**src/rtl/axis_out_packer_if.sv**
```systemverilog
// Pixel-in / AXI-Stream-out bundle for the output packer.
// master = packer side, slave = core + downstream side.
interface axis_out_packer_if;
  logic        pix_valid;
  logic [7:0]  pix_data;
  logic        pix_ready;
  logic        m_axis_tvalid;
  logic [31:0] m_axis_tdata;
  logic [3:0]  m_axis_tstrb;
  logic        m_axis_tlast;
  logic        m_axis_tready;

  modport master (
    input  pix_valid, pix_data, m_axis_tready,
    output pix_ready, m_axis_tvalid, m_axis_tdata,
    output m_axis_tstrb, m_axis_tlast
  );

  modport slave (
    output pix_valid, pix_data, m_axis_tready,
    input  pix_ready, m_axis_tvalid, m_axis_tdata,
    input  m_axis_tstrb, m_axis_tlast
  );
endinterface

```
**src/rtl/axis_out_packer.sv**
```systemverilog
// Packs pixel bytes little-endian into 32-bit AXI-Stream words
// through a 2-entry output FIFO, framed by start/flush/tlast.
module axis_out_packer #(
  parameter int FRAME_WORDS = 576
) (
  input  logic clk,
  input  logic rstn,
  input  logic start,
  input  logic flush,
  output logic busy,
  output logic done,
  axis_out_packer_if.master bus
);

  localparam logic [1:0] S_IDLE  = 2'd0;
  localparam logic [1:0] S_RUN   = 2'd1;
  localparam logic [1:0] S_DRAIN = 2'd2;
  localparam logic [15:0] LAST_IDX = 16'(FRAME_WORDS - 1);

  logic [1:0]  state_q, state_d;
  logic [1:0]  lane_q, lane_d;
  logic [23:0] acc_q, acc_d;
  logic [15:0] wcnt_q, wcnt_d;
  logic        fpend_q, fpend_d;
  logic        done_q, done_d;

  logic [31:0] dat_q [2];
  logic [3:0]  stb_q [2];
  logic        lst_q [2];
  logic        rd_q, wr_q;
  logic [1:0]  cnt_q;

  logic        run, pop, accept, free_slot;
  logic        flush_req, push, mark;
  logic [1:0]  cnt_pop;
  logic [31:0] push_dat;
  logic [3:0]  push_stb;
  logic        push_lst;

  assign run       = state_q == S_RUN;
  assign pop       = bus.m_axis_tvalid && bus.m_axis_tready;
  assign cnt_pop   = cnt_q - {1'b0, pop};
  assign free_slot = cnt_pop != 2'd2;
  assign flush_req = run && !start && (flush || fpend_q);

  assign bus.pix_ready = run && !start && !fpend_q &&
                         (lane_q != 2'd3 || free_slot);
  assign accept = bus.pix_valid && bus.pix_ready;

  assign bus.m_axis_tvalid = cnt_q != 2'd0;
  assign bus.m_axis_tdata  = bus.m_axis_tvalid ? dat_q[rd_q] : '0;
  assign bus.m_axis_tstrb  = bus.m_axis_tvalid ? stb_q[rd_q] : '0;
  assign bus.m_axis_tlast  = bus.m_axis_tvalid && lst_q[rd_q];

  assign busy = state_q != S_IDLE;
  assign done = done_q;

  always_comb begin
    state_d  = state_q;
    lane_d   = lane_q;
    acc_d    = acc_q;
    wcnt_d   = wcnt_q;
    fpend_d  = fpend_q;
    done_d   = 1'b0;
    push     = 1'b0;
    mark     = 1'b0;
    push_dat = '0;
    push_stb = '0;
    push_lst = 1'b0;

    if (accept) begin
      lane_d = lane_q + 2'd1;
      unique case (lane_q)
        2'd0: acc_d[7:0]   = bus.pix_data;
        2'd1: acc_d[15:8]  = bus.pix_data;
        2'd2: acc_d[23:16] = bus.pix_data;
        default: begin
          push     = 1'b1;
          push_dat = {bus.pix_data, acc_q};
          push_stb = 4'hF;
          push_lst = wcnt_q == LAST_IDX;
          acc_d    = '0;
        end
      endcase
    end

    if (flush_req) begin
      fpend_d = 1'b0;
      if (push) begin
        push_lst = 1'b1;
      end else if (lane_d != 2'd0) begin
        // A partial word waits here if the FIFO has no room yet.
        if (free_slot) begin
          push     = 1'b1;
          push_dat = {8'h00, acc_d};
          push_lst = 1'b1;
          unique case (lane_d)
            2'd1:    push_stb = 4'b0001;
            2'd2:    push_stb = 4'b0011;
            default: push_stb = 4'b0111;
          endcase
          lane_d = 2'd0;
          acc_d  = '0;
        end else begin
          fpend_d = 1'b1;
        end
      end else if (wcnt_q != 16'd0) begin
        if (cnt_pop != 2'd0) begin
          mark = 1'b1;
        end else begin
          push     = 1'b1;
          push_lst = 1'b1;
        end
      end
    end

    if (push) wcnt_d = wcnt_q + 16'd1;
    if (run && ((push && push_lst) || mark)) state_d = S_DRAIN;

    if (state_q == S_DRAIN && pop && bus.m_axis_tlast) begin
      state_d = S_IDLE;
      done_d  = 1'b1;
    end

    if (start) begin
      state_d = S_RUN;
      lane_d  = 2'd0;
      acc_d   = '0;
      wcnt_d  = '0;
      fpend_d = 1'b0;
      done_d  = 1'b0;
      push    = 1'b0;
      mark    = 1'b0;
    end
  end

  always_ff @(posedge clk or negedge rstn) begin
    if (!rstn) begin
      state_q <= S_IDLE;
      lane_q  <= '0;
      acc_q   <= '0;
      wcnt_q  <= '0;
      fpend_q <= 1'b0;
      done_q  <= 1'b0;
    end else begin
      state_q <= state_d;
      lane_q  <= lane_d;
      acc_q   <= acc_d;
      wcnt_q  <= wcnt_d;
      fpend_q <= fpend_d;
      done_q  <= done_d;
    end
  end

  always_ff @(posedge clk or negedge rstn) begin
    if (!rstn) begin
      rd_q  <= 1'b0;
      wr_q  <= 1'b0;
      cnt_q <= '0;
      for (int i = 0; i < 2; i++) begin
        dat_q[i] <= '0;
        stb_q[i] <= '0;
        lst_q[i] <= 1'b0;
      end
    end else if (start) begin
      rd_q  <= 1'b0;
      wr_q  <= 1'b0;
      cnt_q <= '0;
    end else begin
      if (push) begin
        dat_q[wr_q] <= push_dat;
        stb_q[wr_q] <= push_stb;
        lst_q[wr_q] <= push_lst;
        wr_q        <= ~wr_q;
      end
      // The newest entry always sits just behind the write pointer.
      if (mark) lst_q[~wr_q] <= 1'b1;
      if (pop) rd_q <= ~rd_q;
      cnt_q <= cnt_q + {1'b0, push} - {1'b0, pop};
    end
  end

endmodule

```
**src/flat_wrapper.sv**
```systemverilog
// flat-port wrapper written by rule: the top's interface ports become plain ports
module axis_out_packer_flat 
#(
  parameter int FRAME_WORDS = 576
)
  (clk, rstn, start, flush, busy, done, bus_pix_valid, bus_pix_data, bus_m_axis_tready, bus_pix_ready, bus_m_axis_tvalid, bus_m_axis_tdata, bus_m_axis_tstrb, bus_m_axis_tlast);
  axis_out_packer_if bus_i ();
  input  logic clk;
  input  logic rstn;
  input  logic start;
  input  logic flush;
  output logic busy;
  output logic done;
  input wire logic [$bits(bus_i.pix_valid)-1:0] bus_pix_valid;
  input wire logic [$bits(bus_i.pix_data)-1:0] bus_pix_data;
  input wire logic [$bits(bus_i.m_axis_tready)-1:0] bus_m_axis_tready;
  output wire logic [$bits(bus_i.pix_ready)-1:0] bus_pix_ready;
  output wire logic [$bits(bus_i.m_axis_tvalid)-1:0] bus_m_axis_tvalid;
  output wire logic [$bits(bus_i.m_axis_tdata)-1:0] bus_m_axis_tdata;
  output wire logic [$bits(bus_i.m_axis_tstrb)-1:0] bus_m_axis_tstrb;
  output wire logic [$bits(bus_i.m_axis_tlast)-1:0] bus_m_axis_tlast;
  assign bus_i.pix_valid = bus_pix_valid;
  assign bus_i.pix_data = bus_pix_data;
  assign bus_i.m_axis_tready = bus_m_axis_tready;
  assign bus_pix_ready = bus_i.pix_ready;
  assign bus_m_axis_tvalid = bus_i.m_axis_tvalid;
  assign bus_m_axis_tdata = bus_i.m_axis_tdata;
  assign bus_m_axis_tstrb = bus_i.m_axis_tstrb;
  assign bus_m_axis_tlast = bus_i.m_axis_tlast;
  axis_out_packer #(.FRAME_WORDS(FRAME_WORDS)) u_core (.clk(clk), .rstn(rstn), .start(start), .flush(flush), .busy(busy), .done(done), .bus(bus_i));
endmodule
```
**config.mk**
```make
export PLATFORM = sky130hd
export DESIGN_NAME = axis_out_packer_flat
export DESIGN_NICKNAME = d
export VERILOG_FILES = /design/src/rtl/axis_out_packer_if.sv /design/src/rtl/axis_out_packer.sv /design/src/flat_wrapper.sv
export SDC_FILE = /design/constraint.sdc
export NUM_CORES = 1
export LEC_CHECK = 0
export CORE_UTILIZATION = 56
export DETAILED_ROUTE_END_ITERATION = 6
export GPL_ROUTABILITY_DRIVEN = 0
export PLACE_DENSITY = 0.88
export SETUP_SLACK_MARGIN = 0.4
export SYNTH_ARGS = -nofsm -noshare
export SYNTH_HDL_FRONTEND = slang
export SYNTH_SLANG_ARGS = --single-unit
```
**constraint.sdc**
```tcl
create_clock -name clk -period 4.27 [get_ports clk]
set_input_delay 0.854 -clock clk [delete_from_list [all_inputs] [get_ports clk]]
set_output_delay 0.854 -clock clk [all_outputs]
set_load 0.005 [all_outputs]
```
**After elaboration in Yosys (flattened, before gate mapping)**

Cells that the tools add are included.

- Magnitude comparators: 5
- Multiply operators: 0
- Divide/modulo/power cells: 0
- Muxes and demuxes: 93
- Reduce and logical (&&, ||, !) cells: 34
- $add $sub $neg: 5
- Eq/ne operators: 9
- Shifts and indexed selects: 0
- Bitwise logic cells: 7

Operators by type and width:

| kind | number |
|---|---|
| two-way mux 32 bit | 11 |
| two-way mux 24 bit | 6 |
| bitwise mux 64 bit | 1 |
| case mux 8 bit (2 select lines) | 3 |
| two-way mux 4 bit | 11 |
| two-way mux 1 bit | 39 |
| demux 32 bit (select 1 bit) | 1 |
| two-way mux 16 bit | 2 |
| two-way mux 2 bit | 13 |
| adder 16 x 1 -> 16 bit, second input constant | 1 |
| == test 16 x 10 -> 1 bit, second input constant | 1 |
| nonzero test 16 bit | 1 |
| nonzero test 2 bit | 8 |
| logical AND 1 bit | 13 |
| bitwise mux 8 bit | 1 |
| == test 2 x 1 -> 1 bit, second input constant | 3 |
| == test 2 bit, second input constant | 3 |
| >= comparator 2 bit, second input constant | 3 |
| inverter 1 -> 2 bit | 3 |
| case mux 3 bit (2 select lines) | 1 |
| OR reduction 2 bit | 3 |
| demux 4 bit (select 1 bit) | 1 |
| < comparator 2 x 1 -> 1 bit, second input constant | 2 |
| != test 2 bit, second input constant | 2 |
| 13 further kinds | 20 |

- Output and inout port bits: 41
- Input bits: 14
- Memory bits (read-only): 0
- Word-level logic and storage cells: 168
- Memories kept: 0
- Register bits after elaboration: 124
- Latch bits: 0
- Memory bits (writable): 0

**Logic depth before layout (Yosys ltp)**

- Word-level depth: 19
- Mapped depth: 17
- Depth with buffers taken out: 14

**Worst setup path before layout**

OpenSTA, ideal clock, no wires.

- Path type: input port to flip-flop
- Start: input port bus_m_axis_tready
- End: register u_core.dat_q[7] in the netlist's numbering
- Arrival time: 3.615 ns
- Setup slack: 0.530 ns
- Path buffers: 2
- Stages: 13
- Setup time: 0.125 ns
- Required time: 4.145 ns
- Cell sequence: nor2b_1 -> ha_1 -> nand3_1 -> nand3_1 -> mux2i_1 -> ha_1 -> o21ai_0 -> or3_1 -> o211a_1 -> buf_6 -> nor2_4 -> buf_4 -> mux2_2

- Longest elaborated chain between the ends: 13
- Elaborated cells between the ends (all ways): 25
- Classes of those cells: 1 x add/sub; 1 x eq/ne; 16 x mux; 7 x reduce/logical

RTL lines:

| item | line | source |
|---|---|---|
| from (decl) | flat_wrapper.sv:16 | `input wire logic [$bits(bus_i.m_axis_tready)-1:0] bus_m_axis_tready;` |
| logical AND 1 bit * | axis_out_packer.sv:41 | `assign pop = bus.m_axis_tvalid && bus.m_axis_tready;` |
| subtractor 2 x 1 -> 2 bit * | axis_out_packer.sv:42 | `assign cnt_pop = cnt_q - {1'b0, pop};` |
| != test 2 bit | axis_out_packer.sv:43 | `assign free_slot = cnt_pop != 2'd2;` |
| logical OR 1 bit | axis_out_packer.sv:47 | `(lane_q != 2'd3 \|\| free_slot);` |
| logical AND 1 bit | axis_out_packer.sv:46 | `assign bus.pix_ready = run && !start && !fpend_q &&` |
| logical AND 1 bit | axis_out_packer.sv:48 | `assign accept = bus.pix_valid && bus.pix_ready;` |
| two-way mux 2 bit | axis_out_packer.sv:71 | `if (accept) begin` |
| nonzero test 2 bit | axis_out_packer.sv:91 | `end else if (lane_d != 2'd0) begin` |
| two-way mux 1 bit | axis_out_packer.sv:91 |  |
| two-way mux 1 bit | axis_out_packer.sv:89 | `if (push) begin` |
| two-way mux 1 bit | axis_out_packer.sv:87 | `if (flush_req) begin` |
| two-way mux 1 bit | axis_out_packer.sv:125 | `if (start) begin` |
| AND reduction 2 bit (no line) | n/a |  |
| to (signal, indexed assignment) | axis_out_packer.sv:171 | `dat_q[wr_q] <= push_dat;` |
| to (decl) | axis_out_packer.sv:27 | `logic [31:0] dat_q [2];` |

Mark *: on every way between the ends. The rest lies on a longest branch, timed or not.
A chain may end at the register's enable or synchronous reset.

**Final worst setup path**

- Start: input port bus_m_axis_tready
- End: output port bus_pix_ready

- Longest elaborated chain between the ends: 5

RTL lines:

| item | line | source |
|---|---|---|
| logical AND 1 bit | axis_out_packer.sv:41 |  |
| subtractor 2 x 1 -> 2 bit | axis_out_packer.sv:42 |  |
| != test 2 bit | axis_out_packer.sv:43 |  |
| logical OR 1 bit | axis_out_packer.sv:47 |  |
| logical AND 1 bit | axis_out_packer.sv:46 |  |
| to (decl) | flat_wrapper.sv:17 | `output wire logic [$bits(bus_i.pix_ready)-1:0] bus_pix_ready;` |

No other way between the ends.

==> metrics.log <==
[metrics] buffer cell driving the clock tree root: clkbuf_8
[metrics] final hold vios: 0
[metrics] core area: 0.01089 sq mm
[metrics] mux cell area share after synthesis: 9.471%
[metrics] largest cells by area after synthesis: dfrtp_1 50%, o21ai_0 6.4%, mux2i_1 6.2%, a22oi_1 5.8%, nor2_1 5.3%
[metrics] number of distinct library cell variants in the gate-level netlist after synthesis: 49
[metrics] count of maximum capacitance violations: 0
[metrics] most common cell after layout, fill and taps aside: dfrtp_1
[metrics] proportion of power drawn by flip-flops and latches: 36.3%
[metrics] summed negative setup slack over all endpoints: 0 ns
[metrics] crit end category: primary output
[metrics] startpoint type of the worst setup path: input port
[metrics] Bufs on Longest Clock Path: 2
[metrics] clock insertion delay at the later pin of the skew report: 0.53 ns
[metrics] sequential share of the synthesized area: 49.55%
[metrics] clock tree from TritonCTS: done
[metrics] maximum level of the CTS H-tree: 4
[metrics] combinational family with the most area after synthesis: compound AO/OA/AOI/OAI gates
[metrics] transition time of the tightest slew-check pin: 0.9649 ns
[metrics] proportion of power drawn by combinational gates: 28.0%
[metrics] most used flip-flop cell after synthesis: dfrtp_1
[metrics] simple-gate share of the synthesized area: 14.59%
[metrics] Switching Fraction: 34.01%
[metrics] DRC violation count after routing: 0
[metrics] Synth Instances: 649
[metrics] post-detail-place hpwl: 10.44 mm
[metrics] required time at the endpoint of the critical path: 3.42 ns
[metrics] longest individual stage delay on the worst path: 0.54 ns
[metrics] antenna violations before repair: 0
[metrics] layout net count: 728
[metrics] remaining number of nets flagged by the antenna check after routing: 0
[metrics] Worst IR Drop VDD: 0.0003199 V
[metrics] largest net degree at the start of global routing: 125
[metrics] total power of the final layout: 4121 uW
[metrics] setup repair after global routing missed its margin: no
[metrics] Vias: 5603
[metrics] number of synthesized flops with an enable pin: 0
[metrics] netlist area before placement: 0.006262 sq mm
[metrics] critical path start-end classification: input port to primary output
[metrics] fill cell count: 785
[metrics] final number of max-transition violations: 0
[metrics] quantity of I/O buffers inserted on ports: 54
[metrics] vias in the first global route: 5443
[metrics] worst-case headroom to the max-slew limit: 35.67%
[metrics] nets in the synthesized netlist: 674
[metrics] power dissipated by switching net loads: 1401 uW
[metrics] Max Fclk: 267.2 MHz
[metrics] design internal power: 2720 uW
[metrics] clock edge transition at the registers on the reported setup and hold paths: 0.06 ns
[metrics] Leak: 0.003204 uW
[metrics] Max Fanout on Critical Path: 7
[metrics] clock tree skew after final layout: 0.007917 ns
[metrics] Sinks on Clock Net: 124
[metrics] Hold/Removal Path Class: input port to async pin
[metrics] cell with the largest stage delay on the worst path: clkdlybuf4s50_1
[metrics] leading area contributor after synthesis: dfrtp_1
[metrics] most frequent cell on the critical path: clkdlybuf4s50_1
[metrics] area growth from synthesis to layout: 21.98%
[metrics] DRT Wirelength: 16.76 mm
[metrics] arrival time worst endpoint: 2.89 ns
[metrics] period utilisation layout: 87.65%
[metrics] Cell Pwr Density: 539.5 mW/mm^2
[metrics] area of the die: 0.01161 sq mm
[metrics] Clk network pwr share: 35.6%
[metrics] Yosys warnings: 0
[metrics] final number of setup-violating endpoints: 0
[metrics] cell breakdown of the critical path: clkdlybuf4s50_1 > nor2b_2 > ha_1 > buf_4 > and3_1 > nor3_2 > clkdlybuf4s50_1
[metrics] total CTS buffers: 17
[metrics] post-synthesis register bit count: 124
[metrics] arithmetic-cell share of the synthesized area counting full adders, half adders and majority gates: 2.198%
[metrics] fraction of registers with async set or reset after synthesis: 100.0%
[metrics] Avg Inst Size Synth: 9.649 sq um
[metrics] area share of the largest cell type after synthesis: 49.55%
[metrics] starting density of the core: 57.52%
[metrics] WL/cell: 19.61 um
[metrics] number of DRC violations after detailed-routing iteration 0: 687
[metrics] outcome: complete, no violations
[metrics] combined global-route utilization of all metal layers: 30.78%
[metrics] wire length of the first global-routing pass: 27.43 mm
[metrics] floorplan row count: 38
[metrics] Pre-Repair DR Iteration Count: 6
[metrics] fraction of the mapped netlist area in compound gates: 19.66%
[metrics] Min Clock Period, post-route: 3.743 ns
[metrics] Vias/cell: 6.553
[metrics] share of layout cells above drive strength 1: 12.87%
[metrics] die height: 107.7 um
[metrics] IO Pins: 55
[metrics] horizontal extent of the die: 107.7 um
[metrics] antenna fix cells: 0
[metrics] global route overflow: 0
[metrics] leading cell types in the layout, fill and taps excluded: 123 x dfrtp_1, 88 x nor2_1, 80 x o21ai_0
[metrics] Synth Area in XOR/XNOR: 0.5594%
==> flip-flops by register name (all words and copies together) (netlist names) <==
register and cells:
u_core.rd_q 1, u_core.cnt_q 2, u_core.wr_q 1, u_core.lst_q 2, u_core.dat_q 64, u_core.state_q 2, u_core.lane_q 2, u_core.done 1
u_core.fpend_q 1, u_core.stb_q 8, u_core.wcnt_q 16, u_core.acc_q 24
==> what timing repair did <==
item	in CTS	in global routing
endpoints found under the hold margin	0	0
setup buffers	0	1
resized for setup	1	6
cloned	0	0
endpoints found under the setup margin	1	77
hold buffers	0	0
==> through the flow <==
step | instance area (sq um) | util, % | cells | worst slack [ns] | hold slack (ns)
6_report | 7639 | 70.16 | 855 | 0.5272 | 0.3570
3_3_place_gp | 6993 | 64.23 | 823 | 0.1863 | 0.4869
4_1_cts | 7601 | 69.81 | 854 | 0.4558 | 0.4544
5_1_grt | 7639 | 70.16 | 855 | 0.4344 | 0.4854
2_1_floorplan | 6262 | - | 649 | 0.5303 | 0.4735
3_5_place_dp | 6993 | 64.23 | 823 | 0.02478 | 0.4930
==> logic make-up (layout without fill, tap and decap cells) <==
| kind of cell | count (synthesis) | in the layout |
|---|---|---|
| AOI/OAI and AO/OA | 206 | 206 |
| and+or+nand+nor | 188 | 188 |
| DFF | 124 | 124 |
| buffers and inverters | 59 | 125 |
| muxes | 57 | 57 |
| adders and majority gates | 11 | 11 |
| xor gates and xnor gates | 4 | 4 |
==> path summary, 6_finish.rpt <==
path	slack, ns	from	to	depth (start not counted)
max	0.53	bus_m_axis_tready	bus_pix_ready	7
min	0.36	rstn	u_core.rd_q	2
max reg2reg	0.69	u_core.cnt_q[1]	u_core.dat_q[7]	13
min reg2reg	0.50	u_core.dat_q[34]	u_core.dat_q[34]	1
max in group asynchronous	3.34	rstn	u_core.dat_q[9]	2
min in group clk	0.50	u_core.dat_q[34]	u_core.dat_q[34]	1
==> metal layers <==
layer  GRT usage (%)  up-vias  share of wire (%)  wire (um)
li1                -     2465                  -          -
met1           38.86     2743                 39       6471
met2           50.73      336                 51       8480
met3           5.993       59                7.4       1237
met4           14.87        0                3.4        573
met5               0        -                  0          0
==> Yosys cell counts, drive strengths merged (2+ instances only) <==
cell type	instances
ha	11
or4	3
buf	12
dfrtp	124
a21oi	50
nand2b	4
a211oi	3
a22oi	48
nor4b	2
nand4	6
or3	11
o21ai	82
nor3	2
or2	3
mux2i	39
mux2	18
nand3	15
nor2b	5
xnor2	3
nor4	6
nand2	25
clkinv	2
inv	13
nor2	90
o311a	2
and3	12
clkbuf	32
o31ai	14
==> layout make-up <==
class	count	area (sq um)	area share, %
Inverter	15	57.56	0.7535
Sequential cell	124	3104	40.64
Timing Repair Buffer	79	750.7	9.828
Multi-Input combinational cell	466	2948	38.59
Tap cell	140	175.2	2.293
Clock buffer	19	431.7	5.651
Clock inverter	12	171.4	2.244
==> power by group through the flow <==
stage,logic [uW],registers [uW],clock network [uW]
5_1_grt,1260,1510,1530
6_report,1150,1500,1470
3_3_place_gp,1040,1490,0
3_5_place_dp,1090,1510,0
2_1_floorplan,786,1420,0
4_1_cts,1120,1490,1470
==> worst max-delay path, delay by kind of cell <==
family,cells,cell delay (ns)
buffers and inverters,3,1.16
adders and majority gates,1,0.26
and+or+nand+nor,3,0.62
(Power assumes the default switching activity.)
